**src/rtl/stream_grant_mux.sv**
```systemverilog
// stream_grant_mux
//   Funnels NUM_REQ valid/ready payload streams into one output stream.
//   An external arbiter picks the requester. This block sends the request
//   vector out, checks the returned grant, handshakes the winner, and holds
//   its payload until downstream accepts it.
//
// Ports
//   clk_i, rst_n_i   clock, async active-low reset
//   in_valid_i       per-requester valid            [NUM_REQ]
//   in_data_i        packed payloads, k at [k*DW +: DW]
//   in_ready_o       per-requester ready (comb, at most one hot)
//   req_o, req_en_o  request vector / strobe to the arbiter (registered)
//   grant_i          arbiter grant, expected one-hot or zero
//   out_valid_o      held payload valid
//   out_data_o       held payload
//   out_src_o        held payload source index
//   out_ready_i      downstream ready
//   err_o            one-cycle pulse on an illegal grant
module stream_grant_mux #(
  parameter int NUM_REQ    = 4,
  parameter int DATA_WIDTH = 8,
  parameter int GRANT_LAT  = 1,
  localparam int SRC_W     = (NUM_REQ > 1) ? $clog2(NUM_REQ) : 1
) (
  input  logic                          clk_i,
  input  logic                          rst_n_i,
  input  logic [NUM_REQ-1:0]            in_valid_i,
  input  logic [NUM_REQ*DATA_WIDTH-1:0] in_data_i,
  output logic [NUM_REQ-1:0]            in_ready_o,
  output logic [NUM_REQ-1:0]            req_o,
  output logic                          req_en_o,
  input  logic [NUM_REQ-1:0]            grant_i,
  output logic                          out_valid_o,
  output logic [DATA_WIDTH-1:0]         out_data_o,
  output logic [SRC_W-1:0]              out_src_o,
  input  logic                          out_ready_i,
  output logic                          err_o
);

  typedef enum logic [1:0] {IDLE, WAIT_GRANT, OUTPUT} state_t;

  state_t                 state, state_n;
  logic                   sample;
  logic                   onehot;
  logic                   grant_ok;
  logic                   grant_bad;
  logic [SRC_W-1:0]       sel_idx;
  logic [DATA_WIDTH-1:0]  sel_data;

  // Grant decode. grant_ok requires a one-hot grant that points at a
  // requester that is actually valid; any other non-zero grant is an error.
  always_comb begin
    sel_idx  = '0;
    sel_data = '0;
    for (int k = 0; k < NUM_REQ; k++) begin
      if (grant_i[k]) begin
        sel_idx  = SRC_W'(k);
        sel_data = in_data_i[k*DATA_WIDTH +: DATA_WIDTH];
      end
    end
    onehot    = (grant_i != '0) && ((grant_i & (grant_i - NUM_REQ'(1))) == '0);
    grant_ok  = onehot && ((grant_i & in_valid_i) != '0);
    grant_bad = (grant_i != '0) && !grant_ok;
  end

  // Cycle in which grant_i is meaningful. With zero latency the arbiter
  // answers in the very cycle the strobe is out.
  always_comb begin
    if (GRANT_LAT == 0) sample = (state == IDLE) && req_en_o;
    else                sample = (state == WAIT_GRANT);
  end

  assign in_ready_o = (sample && grant_ok) ? grant_i : '0;

  always_comb begin
    state_n = state;
    case (state)
      IDLE: begin
        if (req_en_o) begin
          if (GRANT_LAT == 0) state_n = grant_ok ? OUTPUT : IDLE;
          else                state_n = WAIT_GRANT;
        end
      end
      WAIT_GRANT: state_n = grant_ok ? OUTPUT : IDLE;
      OUTPUT:     state_n = out_ready_i ? IDLE : OUTPUT;
      default:    state_n = IDLE;
    endcase
  end

  // The request strobe is registered, so it is computed on the edge that
  // lands us in IDLE: one strobe per IDLE visit, and a zero or bad grant
  // re-enters IDLE and therefore re-requests immediately.
  always_ff @(posedge clk_i or negedge rst_n_i) begin
    if (!rst_n_i) begin
      state       <= IDLE;
      req_o       <= '0;
      req_en_o    <= 1'b0;
      err_o       <= 1'b0;
      out_valid_o <= 1'b0;
      out_data_o  <= '0;
      out_src_o   <= '0;
    end else begin
      state       <= state_n;
      req_en_o    <= (state_n == IDLE) && (in_valid_i != '0);
      req_o       <= (state_n == IDLE) ? in_valid_i : '0;
      err_o       <= sample && grant_bad;
      out_valid_o <= (state_n == OUTPUT);
      if (sample && grant_ok) begin
        out_data_o <= sel_data;
        out_src_o  <= sel_idx;
      end
    end
  end

endmodule

```
**config.mk**
```make
export PLATFORM = sky130hd
export DESIGN_NAME = stream_grant_mux
export DESIGN_NICKNAME = d
export VERILOG_FILES = /design/src/rtl/stream_grant_mux.sv
export SDC_FILE = /design/constraint.sdc
export NUM_CORES = 1
export LEC_CHECK = 0
export CELL_PAD_IN_SITES_DETAIL_PLACEMENT = 0
export CELL_PAD_IN_SITES_GLOBAL_PLACEMENT = 1
export CORE_ASPECT_RATIO = 0.75
export CORE_MARGIN = 1.5
export CORE_UTILIZATION = 28
export CTS_CLUSTER_DIAMETER = 120
export DETAILED_ROUTE_END_ITERATION = 12
export GPL_ROUTABILITY_DRIVEN = 0
export PLACE_DENSITY = 0.88
export SYNTH_ARGS = -nofsm -noshare
export SYNTH_HDL_FRONTEND = slang
export SYNTH_SLANG_ARGS = --single-unit
```
**constraint.sdc**
```tcl
create_clock -name clk_i -period 3.6 [get_ports clk_i]
set_clock_uncertainty 0.15 [all_clocks]
set_input_delay 0.36 -clock clk_i [delete_from_list [all_inputs] [get_ports clk_i]]
set_output_delay 0.36 -clock clk_i [all_outputs]
set_load 0.02 [all_outputs]
```
=== After elaboration in Yosys (flattened, before gate mapping) ===
Index checks and enable logic that the tools add are counted.

* Flip-flop bits (word level): 19
* Latch bits: 0
* Memory bits (writable): 0
* Bits in read-only memories: 0
* Input bits: 43
* Memories kept: 0

* Add/subtract/negate cells: 1
* Multiply operators: 0
* Div/mod/pow operators: 0
* Order comparisons: 0
* Equality and inequality tests: 3
* Shift-type cells: 0
* Muxes and demuxes: 13
* Bitwise operators: 2
* Reduce and logical (&&, ||, !) cells: 13

{| class="wikitable"
|+ Operators with widths
! operator !! count
|-
| $mux W8 || 4
|-
| $reduce_bool A4 Y1 || 3
|-
| $mux W2 || 5
|-
| $and A4 B4 Y4 || 2
|-
| $mux W4 || 2
|-
| $logic_and A1 B1 Y1 || 6
|-
| $pmux W2 S3 || 1
|-
| $eq A2 B2 Y1 const B || 2
|-
| $logic_not A2 Y1 || 2
|-
| $logic_not A4 Y1 || 1
|-
| $sub A4 B1 Y4 const B || 1
|-
| $eq A2 B1 Y1 const B || 1
|-
| $logic_not A1 Y1 || 1
|-
| $mux W1 || 1
|}

=== Depth between registers and ports, before layout ===
* Depth in word-level cells: 9
* Gate-level depth with buffers: 6
* Depth with buffers taken out: 4

=== Worst setup path after synthesis ===
Ideal clock, no wire load.

* Kind: input-to-output
* From: in grant_i[3]
* To: out in_ready_o[1]
* Data arrival time: 1557 ps
* Slack: 1533 ps
* Stages on the path: 6
* Path buffers: 2
* Cell sequence: buf_6 a211oi_1 a2bb2oi_2 nand2_4 buf_6 nor2_1

* Cells in the longest elaborated chain, start to end: 7
* Elaborated cells between the ends (all ways): 10

{| class="wikitable"
|+ Ends and longest elaborated chain
! what !! RTL line !! text
|-
| start: declaration || 32 || <nowiki>input logic [NUM_REQ-1:0] grant_i,</nowiki>
|-
| $sub A4 B1 Y4 || 61 || <nowiki>onehot = (grant_i != '0) && ((grant_i & (grant_i - NUM_REQ'(1))) == '0);</nowiki>
|-
| $and A4 B4 Y4 || 61 ||
|-
| $logic_not A4 Y1 || 61 ||
|-
| $logic_and A1 B1 Y1 || 61 ||
|-
| $logic_and A1 B1 Y1 (*) || 62 || <nowiki>grant_ok = onehot && ((grant_i & in_valid_i) != '0);</nowiki>
|-
| $logic_and A1 B1 Y1 (*) || 73 || <nowiki>assign in_ready_o = (sample && grant_ok) ? grant_i : '0;</nowiki>
|-
| $mux W4 (*) || 73 ||
|-
| end: declaration || 29 || <nowiki>output logic [NUM_REQ-1:0] in_ready_o,</nowiki>
|}

Mark *: on every way between the ends. The rest lies on a longest branch, timed or not.

=== Worst setup path after layout ===
* From: in grant_i[3]
* To: out in_ready_o[3]

* Cells in the longest elaborated chain, start to end: 7
* Elaborated cells between the ends (all ways): 10

{| class="wikitable"
|+ Ends and longest elaborated chain
! what !! RTL line
|-
| $sub A4 B1 Y4 || 61
|-
| $and A4 B4 Y4 || 61
|-
| $logic_not A4 Y1 || 61
|-
| $logic_and A1 B1 Y1 || 61
|-
| $logic_and A1 B1 Y1 || 62
|-
| $logic_and A1 B1 Y1 || 73
|-
| $mux W4 (*) || 73
|}

Marked as above.

==> results.sh <==
export IMPL_outcome="finished clean"
export IMPL_post_cts_resized_instances=0
export IMPL_clkSinkCount=19
export IMPL_dieArea_um2=4111
export IMPL_synth_edf_count=0
export IMPL_min_period_over_period_pct=89.91
export IMPL_clkLatencyLatePin_ns=0.26
export IMPL_tritoncts="built"
export IMPL_grt_pass1_vias=1039
export IMPL_synth_area_leaders="dfrtp_1 46%, mux2_4 7.2%, a221oi_1 5.9%"
export IMPL_antenna_cells=0
export IMPL_drt_initial_drc_count=42
export IMPL_yosysTopAreaCell="dfrtp_1"
export IMPL_hold_class="flop to flop"
export IMPL_met2_usage_pct=24.58
export IMPL_synth_distinct_cells=30
export IMPL_nets=207
export IMPL_grt_max_degree=20
export IMPL_fill_cells=353
export IMPL_core_area_um2=3613
export IMPL_vias_per_cell=4.772
export IMPL_cts_clk_slew_worst_paths_ns=0.07
export IMPL_yosysTopAreaCellShare_pct=45.51
export IMPL_place_hpwl_um=2370
export IMPL_crit_path_end_kind="output port"
export IMPL_synth_ff_type="dfrtp_1"
export IMPL_synth_seq_cells=19
export IMPL_grt_pass1_wl_um=4892
export IMPL_arrival_ns=2.73
export IMPL_grt_use_met1_pct=19.91
export IMPL_die_w_um=73.54
export IMPL_dr_pass1_iters=4
export IMPL_layout_drive_gt1_share_pct=11.04
export IMPL_cts_hold_buf=0
export IMPL_async_flop_share_pct=100.0
export IMPL_cts_setup_buffers=0
export IMPL_syn_avg_cell_area_um2=10.55
export IMPL_setup_viol=0
export IMPL_rows=19
export IMPL_placed_cells=211
export IMPL_grt_use_met3_pct=5.797
export IMPL_syn_nets=142
export IMPL_die_h_um=55.90
export IMPL_overflow=0
export IMPL_cap_violations=0
export IMPL_hold_violations=0
export IMPL_synth_area_um2=1045
export IMPL_max_slew_margin_pct=42.71
export IMPL_cellPowerDensity_nw_per_um2=579.9
export IMPL_yosysWarnings=0
export IMPL_path_class="input pin to output port"
export IMPL_rsz0062_at_grt="no"
export IMPL_yosys_top_cells_count="19 x dfrtp_1, 11 x nor2_1, 8 x nand2_1"
export IMPL_tns_ns=0
export IMPL_start_util_pct=28.91
export IMPL_vias=1026
export IMPL_fmax_mhz=308.9
export IMPL_syn_to_final_growth_pct=69.10
export IMPL_leakagePower_nw=0.7346
export IMPL_final_cells=215
export IMPL_setup_ws_ns=0.3631
export IMPL_worst_path_max_fanout=17
export IMPL_port_buffers=63
export IMPL_busiest_layer="met2"
export IMPL_final_antenna_net_count=0
export IMPL_drt_total_wl_um=2982
export IMPL_wire_per_inst_um=13.87
export IMPL_grt_usage_pct=15.76
export IMPL_dp_slack_ns=0.3547
export IMPL_synthMostInstantiatedCell="dfrtp_1"
export IMPL_critPathLaunchType="input pin"
export IMPL_cts_root_buf="clkbuf_8"
export IMPL_pin_count=64
export IMPL_cp_required_ns=3.09
export IMPL_ir_drop_mv=0.2573
export IMPL_worst_pin_slew_ns=0.8567
export IMPL_antenna_found_initial=0
export IMPL_cts_htree_levels=1
export IMPL_syn_inst=99
export IMPL_cts_buffer_depth=2
export IMPL_cts_buffers=3
export IMPL_seq_area_frac_synth_pct=45.51
export IMPL_fin_crit_ns=3.237
export IMPL_slew_viol_final=0
export IMPL_drc_errors=0
export IMPL_hold_ws_ns=0.3580
[per-layer routing]
| layer | wire [um] | vias up |
|---|---|---|
| met1 | 1330 | 490 |
| li1 | - | 498 |
| met3 | 205 | 6 |
| met2 | 1393 | 32 |
| met4 | 52 | 0 |
| met5 | 0 | - |
[layout by cell type (no fill, tap or decap), types with 2 or more instances in the layout]
cell type | netlist | layout
mux2_4 | 5 | 5
o31ai_1 | 7 | 7
dfrtp_1 | 19 | 19
and2_1 | 4 | 4
clkbuf_8 | 0 | 3
a221oi_1 | 7 | 7
a41oi_1 | 2 | 2
buf_4 | 1 | 3
nand2b_1 | 2 | 2
o21ai_0 | 3 | 3
a21oi_1 | 5 | 5
mux2_2 | 3 | 3
a22oi_1 | 2 | 2
nand2_1 | 8 | 8
nor2_1 | 11 | 11
inv_1 | 2 | 2
clkdlybuf4s50_1 | 0 | 63
[sequential cells by signal, summed over array words and instances, names as in the netlist]
signal,flops
out_src_o,2
req_en_o,1
out_data_o,8
err_o,1
out_valid_o,1
req_o,4
state,2
[cell type report]
class                           instances  area, um^2  share of cell area (%)
Tap cell                               52       65.06                   3.683
Sequential cell                        19       475.5                   26.91
Multi-Input combinational cell         71       516.7                   29.25
Timing Repair Buffer                   66       653.1                   36.97
Inverter                                3       11.26                  0.6374
Clock buffer                            4       45.04                   2.550
[critical path: stages]
cell	delay, ns
clkdlybuf4s50_1	0.56
buf_4	0.24
nor4_1	0.08
nor3b_2	0.45
nand2_4	0.23
nor2_1	0.17
clkdlybuf4s50_1	0.63
[metrics by stage]
step / power [mW] / area [um^2] / util (%)
after global placement: 0.8708 / 1722 / 47.65
after floorplan: 0.6194 / 1045 / -
final: 1.025 / 1767 / 48.89
after CTS: 1.036 / 1767 / 48.89
after detailed placement: 0.8817 / 1722 / 47.65
after global routing: 1.087 / 1767 / 48.89
[cell families after synthesis]
logic type             synth area share, %
buffers and inverters                5.030
AO/OA/AOI/OAI                        23.83
multiplexers                         10.42
AND/OR/NAND/NOR                      15.21
flip-flops                           45.51
[path summary, 6_finish.rpt]
| check | startpoint | endpoint | slack (ns) | depth (start not counted) |
|---|---|---|---|---|
| max | grant_i[3] | in_ready_o[3] | 0.36 | 7 |
| min | state[0] | state[0] | 0.36 | 1 |
| max reg2reg | state[0] | out_data_o[4] | 1.88 | 3 |
| min reg2reg | state[0] | state[0] | 0.36 | 1 |
| max in group asynchronous | rst_n_i | out_data_o[1] | 2.33 | 1 |
| min in group asynchronous | rst_n_i | out_data_o[5] | 0.44 | 1 |
[power breakdown]
part           total, mW  switching, mW  internal (mW)
sequential         0.356         0.0529          0.303
clock              0.149         0.0702         0.0788
combinational      0.520          0.237          0.283
total               1.02          0.360          0.665
Note: power is estimated with default switching activity, not from simulation.
